<file path="src/rtl/rr_arbiter4.sv">
// Four-way round-robin arbiter with registered one-hot grant and owner index.
// Build option RR_ARB_TIMEOUT_EN adds a hold counter that forces handover after HOLD_MAX cycles.
module rr_arbiter4 #(
  parameter int unsigned HOLD_MAX = 4
) (
  input  logic       clk,
  input  logic       rst,
  input  logic [0:3] req,
  output logic [0:3] gnt,
  output logic [0:1] sel,
  output logic       busy,
  output logic       dbg_state_o
);

  typedef enum logic {
    IDLE  = 1'b0,
    GRANT = 1'b1
  } state_t;

  state_t     state_q;
  logic [1:0] ptr_q;
  logic [1:0] sel_q;
  logic [0:3] gnt_q;
  logic       busy_q;

  logic [1:0] idle_win_d;
  logic [1:0] hand_start_d;
  logic [1:0] hand_win_d;
  logic       release_d;
  logic       timeout_d;

  if (HOLD_MAX < 2 || HOLD_MAX > 15) begin : g_bad_hold_max
    $error("rr_arbiter4: HOLD_MAX must be in 2..15");
  end

  // First set bit of r, scanning start, start+1, ... modulo 4.
  function automatic logic [1:0] pick(input logic [0:3] r, input logic [1:0] start);
    logic [1:0] idx;
    logic       found;
    pick  = start;
    found = 1'b0;
    for (int k = 0; k < 4; k++) begin
      idx = start + 2'(k);
      if (!found && r[idx]) begin
        pick  = idx;
        found = 1'b1;
      end
    end
  endfunction

  // Bit 0 is the leftmost grant bit, so index 0 decodes to 1000.
  function automatic logic [0:3] decode(input logic [1:0] s);
    decode    = 4'b0000;
    decode[s] = 1'b1;
  endfunction

`ifdef RR_ARB_TIMEOUT_EN
  localparam logic [3:0] HOLD_LAST = 4'(HOLD_MAX - 1);

  logic [3:0] hold_q;
  logic       others_d;

  always_comb begin
    others_d  = |(req & ~decode(sel_q));
    timeout_d = (hold_q == HOLD_LAST) && others_d;
  end
`else
  always_comb begin
    timeout_d = 1'b0;
  end
`endif

  always_comb begin
    idle_win_d   = pick(req, ptr_q);
    hand_start_d = sel_q + 2'd1;
    hand_win_d   = pick(req, hand_start_d);
    release_d    = !req[sel_q] || timeout_d;
  end

  always_ff @(posedge clk) begin
    if (rst) begin
      state_q <= IDLE;
      ptr_q   <= 2'd0;
      sel_q   <= 2'd0;
      gnt_q   <= 4'b0000;
      busy_q  <= 1'b0;
`ifdef RR_ARB_TIMEOUT_EN
      hold_q  <= 4'd0;
`endif
    end else begin
      case (state_q)
        IDLE: begin
          if (|req) begin
            state_q <= GRANT;
            sel_q   <= idle_win_d;
            gnt_q   <= decode(idle_win_d);
            busy_q  <= 1'b1;
`ifdef RR_ARB_TIMEOUT_EN
            hold_q  <= 4'd0;
`endif
          end
        end
        GRANT: begin
          if (release_d) begin
            // Pointer moves past the outgoing owner, so it ranks last next time.
            ptr_q <= hand_start_d;
            if (|req) begin
              sel_q  <= hand_win_d;
              gnt_q  <= decode(hand_win_d);
`ifdef RR_ARB_TIMEOUT_EN
              hold_q <= 4'd0;
`endif
            end else begin
              state_q <= IDLE;
              gnt_q   <= 4'b0000;
              busy_q  <= 1'b0;
            end
          end else begin
`ifdef RR_ARB_TIMEOUT_EN
            if (hold_q != HOLD_LAST) begin
              hold_q <= hold_q + 4'd1;
            end
`endif
          end
        end
        default: begin
          state_q <= IDLE;
          gnt_q   <= 4'b0000;
          busy_q  <= 1'b0;
        end
      endcase
    end
  end

  assign gnt         = gnt_q;
  assign sel         = sel_q;
  assign busy        = busy_q;
  assign dbg_state_o = state_q;

endmodule

</file>
<file path="config.mk">
export PLATFORM = sky130hd
export DESIGN_NAME = rr_arbiter4
export DESIGN_NICKNAME = d
export VERILOG_FILES = /design/src/rtl/rr_arbiter4.sv
export SDC_FILE = /design/constraint.sdc
export NUM_CORES = 1
export LEC_CHECK = 0
export ABC_AREA = 1
export CAP_MARGIN = 10
export CORE_UTILIZATION = 50
export CTS_BUF_LIST = sky130_fd_sc_hd__clkbuf_4
export CTS_CLUSTER_DIAMETER = 30
export DETAILED_ROUTE_END_ITERATION = 7
export DONT_BUFFER_PORTS = 1
export REMOVE_ABC_BUFFERS = 1
export SETUP_SLACK_MARGIN = 0.5
export SLEW_MARGIN = 15
export SYNTH_ARGS = -nofsm -noshare
export SYNTH_HDL_FRONTEND = slang
export SYNTH_SLANG_ARGS = --single-unit
</file>
<file path="constraint.sdc">
create_clock -name clk -period 1.9 [get_ports clk]
set_clock_uncertainty 0.15 [all_clocks]
set_input_delay 0.38 -clock clk [delete_from_list [all_inputs] [get_ports clk]]
set_output_delay 0.38 -clock clk [all_outputs]
set_load 0.05 [all_outputs]
</file>
After elaboration in Yosys (flattened, before gate mapping)

Cells that the tools add are included.

Flip-flop bits (word level): 10
Word-level logic and storage cells: 119
Output and inout bits: 8
Input port bits: 6

Magnitude comparators: 13
Bitwise logic cells: 13
$add $sub $neg: 7
Eq/ne operators: 4
Reductions and logical operators: 19
Muxes and demuxes: 58

Operators by type and width:

| cell                | number |
|---|---|
| $ge 3x3->1 const B  | 11 |
| $not 2->3           | 11 |
| $mux 1              | 31 |
| $bmux 1 s2          | 9 |
| $mux 2              | 9 |
| $mux 4              | 3 |
| $add 2x2->2 const B | 4 |
| $logic_and 1x1->1   | 8 |
| $pmux 4 s2          | 1 |
| $add 2x1->2 const B | 3 |
| $logic_not 1->1     | 6 |
| $lt 3x1->1 const B  | 2 |
| $ne 2x2->1 const B  | 3 |
| $reduce_and 3->1    | 2 |
| $demux 1 s2         | 2 |
| $pmux 1 s2          | 2 |
| $pmux 2 s2          | 1 |
| $reduce_and 2->1    | 2 |
| $reduce_or 4->1     | 1 |
| $ne 2x1->1 const B  | 1 |
| $not 1->1           | 2 |

Depth between registers and ports, before layout

Depth after elaboration: 23
Depth in mapped cells: 16

Worst setup path after synthesis

Ideal clock, no wire load.

Kind: register to register
Start point: reg sel_q[0] (netlist: sel[1])
End point: reg gnt_q, in the netlist gnt[1]
Setup slack: -0.144 ns
Period minus slack after synthesis: 2.044 ns
Stages on the path, launching flop included: 14
Arrival time: 1.776 ns
Data required time: 1.632 ns
Path buffers: 0
Path through: dfxtp_1 inv_2 nand2_2 nand2_4 nand2_1 o21ai_2 nor2_2 nand2_1 nand2_1 nand2_2 nand3b_1 nor2_1 nor2_1 nor2_1

Word-level cells in the longest chain between the ends: 23

Ends and longest elaborated chain:

| element                                                              | line | source |
|---|---|---|
| start, declared                                                      | 22   | `logic [1:0] sel_q;` |
| start signal, assigned                                               | 95   | `sel_q <= idle_win_d;` |
| start signal, assigned                                               | 108  | `sel_q <= hand_win_d;` |
| parallel branches: the longest is 23 deep, another holds $add 2x1->2 | --   |  |
| end signal, assigned                                                 | 96   | `gnt_q <= decode(idle_win_d);` |
| end signal, assigned                                                 | 109  | `gnt_q <= decode(hand_win_d);` |
| end, declared                                                        | 23   | `logic [0:3] gnt_q;` |

Several ways; the timed one is not identified. The select of a mux whose other input is x is not followed.
A chain may end at the register's enable or synchronous reset.

Final worst setup path

Ends and elaborated chain as after synthesis.

==> run summary <==
The number of global-route vias before repair was 1281. After filler insertion, the fill cell instance count of the layout stands at 129. At the end of the flow, the number of nets in the layout was 232. Setup repair after global routing could not meet its margin everywhere. Including well taps, the total number of placed cells is 233. The largest single stage delay on the critical path is 0.38 ns. STA classifies the critical path endpoint as a flop. In this run the vertical extent of the chip is 48.4 µm. After global routing the overflow that remains totals 0. Sorting the synthesized cells by area gives the leading types as nand2_1 30%, dfxtp_1 19%, nand3_1 11%, inv_1 4.9%, nand2_2 4.6%. The number of H-tree levels was 1; the fraction of the core area covered by cells at the end of the flow was 83.8%.

The maximum fanout encountered on the critical timing path came out at 5. The overall die width was 48.4 µm. The tools report the number of primary I/O pins as 14. The tools report the startpoint class of the critical path as a flop. The cell area that synthesis handed to floorplanning was 1080 µm².

For the worst ir drop on vdd, the log shows 1.23 mV. The total via count after detailed routing is 1350. The mean post-synth cell area works out to 5.41 µm².

Wires add up to 3.47 mm. The area growth from synthesis to layout was 55.6%. The checks that failed: hold timing.

For this design the ratio of total power to cell area is 1800 nW/µm². On the critical path, the stage with the largest delay is an instance of dfxtp_4. Traced cell by cell, the critical path runs through buf_6, o21ai_2, nand2_2, o21ai_4, nor2_4, nand2_2, nand2_2, nand2_4, nand3b_1, nor2_1, nor2_1, nor2_1. The portion of synthesized cell area occupied by the leading cell type is 30.3%.

Global routing consumed, over all layers together, 27.9% of the routing resources. TritonCTS built the clock tree. After detailed routing, the number of vias per cell comes to 5.40. Sequential cells account for 17.7% of the total power. The count of endpoints failing hold in the final timing report was 1; the proportion of power drawn by combinational gates was 76.8%. Once detailed placement completed, the half-perimeter wirelength came to 1.97 mm. The tools report the number of optimization iterations in the first detailed-route pass as 5. Routability-driven placement finished with a final weighted congestion of 0.905.

The synthesized design contains 10 register bits. The biggest area contributor in the post-synthesis netlist is nand2_1. The synthesized netlist contains 23 unique library cells. The normalized max-slew margin is 66.8%, and the cell-internal power is 1280 µW. The transition time at the pin with the least slew margin came out at 0.497 ns.

The share of the clock period used by the worst path is 94.8%. The tools report the share of power burned in the clock network as 5.5%. Number of max-slew violations in the final report: 0. The run finished, with violations left. Counting I/O delays and the setup requirement, the final critical path takes 1.80 ns. The number of antenna diodes in the final layout is 0. The tools report the clock tree buffer depth as 2. The net switching power was 1730 µW; the TritonCTS buffer count was 3. The tool flagged a number of max-cap violations equal to 0.

The run gives 57 as the number of DRC markers after the initial detailed-route iteration. The effective utilization at floorplan was 53.8%. After Yosys synthesis, and, or, nand and nor cells account for 57.4% of the synthesized area.

After synthesis, the largest family of logic cells by area is simple AND/OR/NAND/NOR gates. The floorplan has 16 rows. The tools report the proportion of synthesized chip area in sequential cells as 18.6%. For the endpoint required time on the critical path, the log shows 1.98 ns.

The multiplexer share of the synthesized area is 0%, and the number of warnings printed during yosys synthesis is 0. After Yosys synthesis, full adders, half adders and majority gates account for 2.32% of the synthesized area. Number of clock sinks: 10.

The tools report the setup-violating endpoint count in the final report as 0. The die outline area came out at 2340 µm². Entering global routing, the biggest net connects 11 pins. The synthesized netlist devotes 11.1% of its cell area to compound gates. For this run, design rule violations remaining after detail routing come to 0. The post-synthesis instance total was 199. The routed wirelength normalized by instance count was 13.9 µm.

In this run the remaining antenna-violating nets after routing total 0. Clock latency on the worst-skew pair, taken at its later pin, is 0.28 ns. Maximum frequency from static timing analysis: 0.555 GHz. The logs give 0 for the number of antenna violations at the first check in global routing and 5.26 mm for the wire length of the first global-routing pass. The tools report the area of the core as 2000 µm².

The synthesized netlist devotes 0% of its cell area to XOR and XNOR gates. The tools report the worst endpoint data arrival time as 1.88 ns. In this run the worst hold path is classified as in -> reg. In this run the static leakage power is 0.000827 µW. The proportion of layout cells with a drive suffix above 1 was 56.5%. Buffers placed on the I/O ports in this run total 0. The fraction of power spent switching nets is 57.4%, and the worst slack on hold paths is -0.00439 ns. The finished layout holds 250 standard cells, fillers aside.

The tree is rooted in a clkbuf_4. The clock-pin slew reported for the worst setup and hold paths after clock tree synthesis was 0.08 ns. The worst setup path is of the reg -> reg kind.
-- flip-flops by register name (all words and copies together) (netlist names) --
name	count
busy	1
dbg_state_o	1
gnt	4
ptr_q	2
sel	2
-- layer usage --
metal | up-vias | track usage [%] | part of all wire (%) | wire length, µm
met5 | - | 0 | 0 | 0
met4 | 0 | 14.2 | 2.6 | 89
met3 | 9 | 1.26 | 4.1 | 144
met2 | 38 | 50.7 | 52 | 1810
met1 | 627 | 33.3 | 41 | 1430
li1 | 676 | - | - | -
-- area by class of cell --
cell class,count,area [µm²],share of cell area [%]
Multi-Input combinational cell,162,1060,63.2
Clock inverter,1,3.75,0.224
Clock buffer,3,22.5,1.34
Inverter,24,111,6.64
Timing Repair Buffer,23,221,13.2
Tap cell,27,33.8,2.01
Sequential cell,10,224,13.4
-- final timing paths --
kind / from / endpoint / slack, ns / depth (start not counted)
max: sel[1] / gnt[1] / 0.1 / 12
min: rst / dbg_state_o / -0.004 / 1
max reg2reg: sel[1] / gnt[1] / 0.1 / 12
min reg2reg: sel[1] / ptr_q[0] / 0.46 / 2
-- Yosys cell counts --
cell      count
a21oi_1       6
nand2_1      87
nand2_4       1
nor2_1       13
inv_1        14
nor4_2        1
o21bai_1      1
o21ai_1       2
nand3_2       1
a21oi_4       1
o221ai_1      1
nor2_2        5
ha_1          2
buf_6         1
dfxtp_1      10
o21ai_0       6
buf_2         1
inv_2        10
nand3_1      24
o21ai_2       2
buf_4         1
nand2_2       8
nand3b_1      1
-- power by group through the flow --
| stage | registers (µW) | logic (µW) | clock network [µW] |
|---|---|---|---|
| after floorplan | 565 | 1040 | 0 |
| after global placement | 471 | 1440 | 0 |
| after detailed placement | 472 | 1460 | 0 |
| after CTS | 516 | 1820 | 164 |
| after global routing | 546 | 2510 | 175 |
| final | 534 | 2320 | 166 |
-- kinds of logic after synthesis --
group	after synthesis
flops	10
fa+ha+maj	2
simple gates	141
compound gates	19
buf+inv	27
-- critical path: cells and delay by family, from the launching register on --
| kind | cells | cell delay (ns) |
|---|---|---|
| flops | 1 | 0.38 |
| buf+inv | 1 | 0.15 |
| compound gates | 2 | 0.30 |
| simple gates | 9 | 0.77 |
-- placed cells by master (no fill, tap or decap) --
| cell type | count |
|---|---|
| a21oi_1 | 5 |
| a21oi_2 | 1 |
| a21oi_4 | 1 |
| buf_4 | 12 |
| buf_6 | 9 |
| buf_8 | 2 |
| clkbuf_4 | 3 |
| clkinv_1 | 1 |
| clkinvlp_4 | 1 |
| dfxtp_1 | 1 |
| dfxtp_2 | 4 |
| dfxtp_4 | 5 |
| ha_1 | 1 |
| ha_4 | 1 |
| inv_1 | 11 |
| inv_2 | 7 |
| inv_4 | 3 |
| inv_6 | 2 |
| nand2_1 | 46 |
| nand2_2 | 35 |
| nand2_4 | 15 |
| nand3_1 | 14 |
| nand3_2 | 10 |
| nand3_4 | 1 |
| nand3b_1 | 1 |
| nor2_1 | 11 |
| nor2_2 | 3 |
| nor2_4 | 4 |
| nor4_2 | 1 |
| o21ai_0 | 4 |
| o21ai_1 | 1 |
| o21ai_2 | 4 |
| o21ai_4 | 1 |
| o21bai_1 | 1 |
| o221ai_2 | 1 |
-- metrics by stage --
step	setup WS [ns]	area (µm²)	hold slack, ns	power [µW]	setup TNS (ns)
after CTS	0.182	1400	0.0158	2500	0
after global placement	0.0613	1160	0.305	1910	0
after floorplan	-0.286	1050	0.302	1610	-1.66
after global routing	-0.00811	1680	-0.00440	3230	-0.0172
final	0.0986	1680	-0.00439	3020	0
after detailed placement	0.0235	1160	0.317	1930	0
-- what timing repair did --
item | CTS | global route
setup endpoints to repair | 17 | 14
hold buffers | 0 | 0
setup buffers | 6 | 6
resized for setup | 50 | 69
endpoints found under the hold margin | 0 | 0
pin swaps | 24 | 27
gates cloned | 1 | 0
Note: power is estimated with default switching activity, not from simulation.
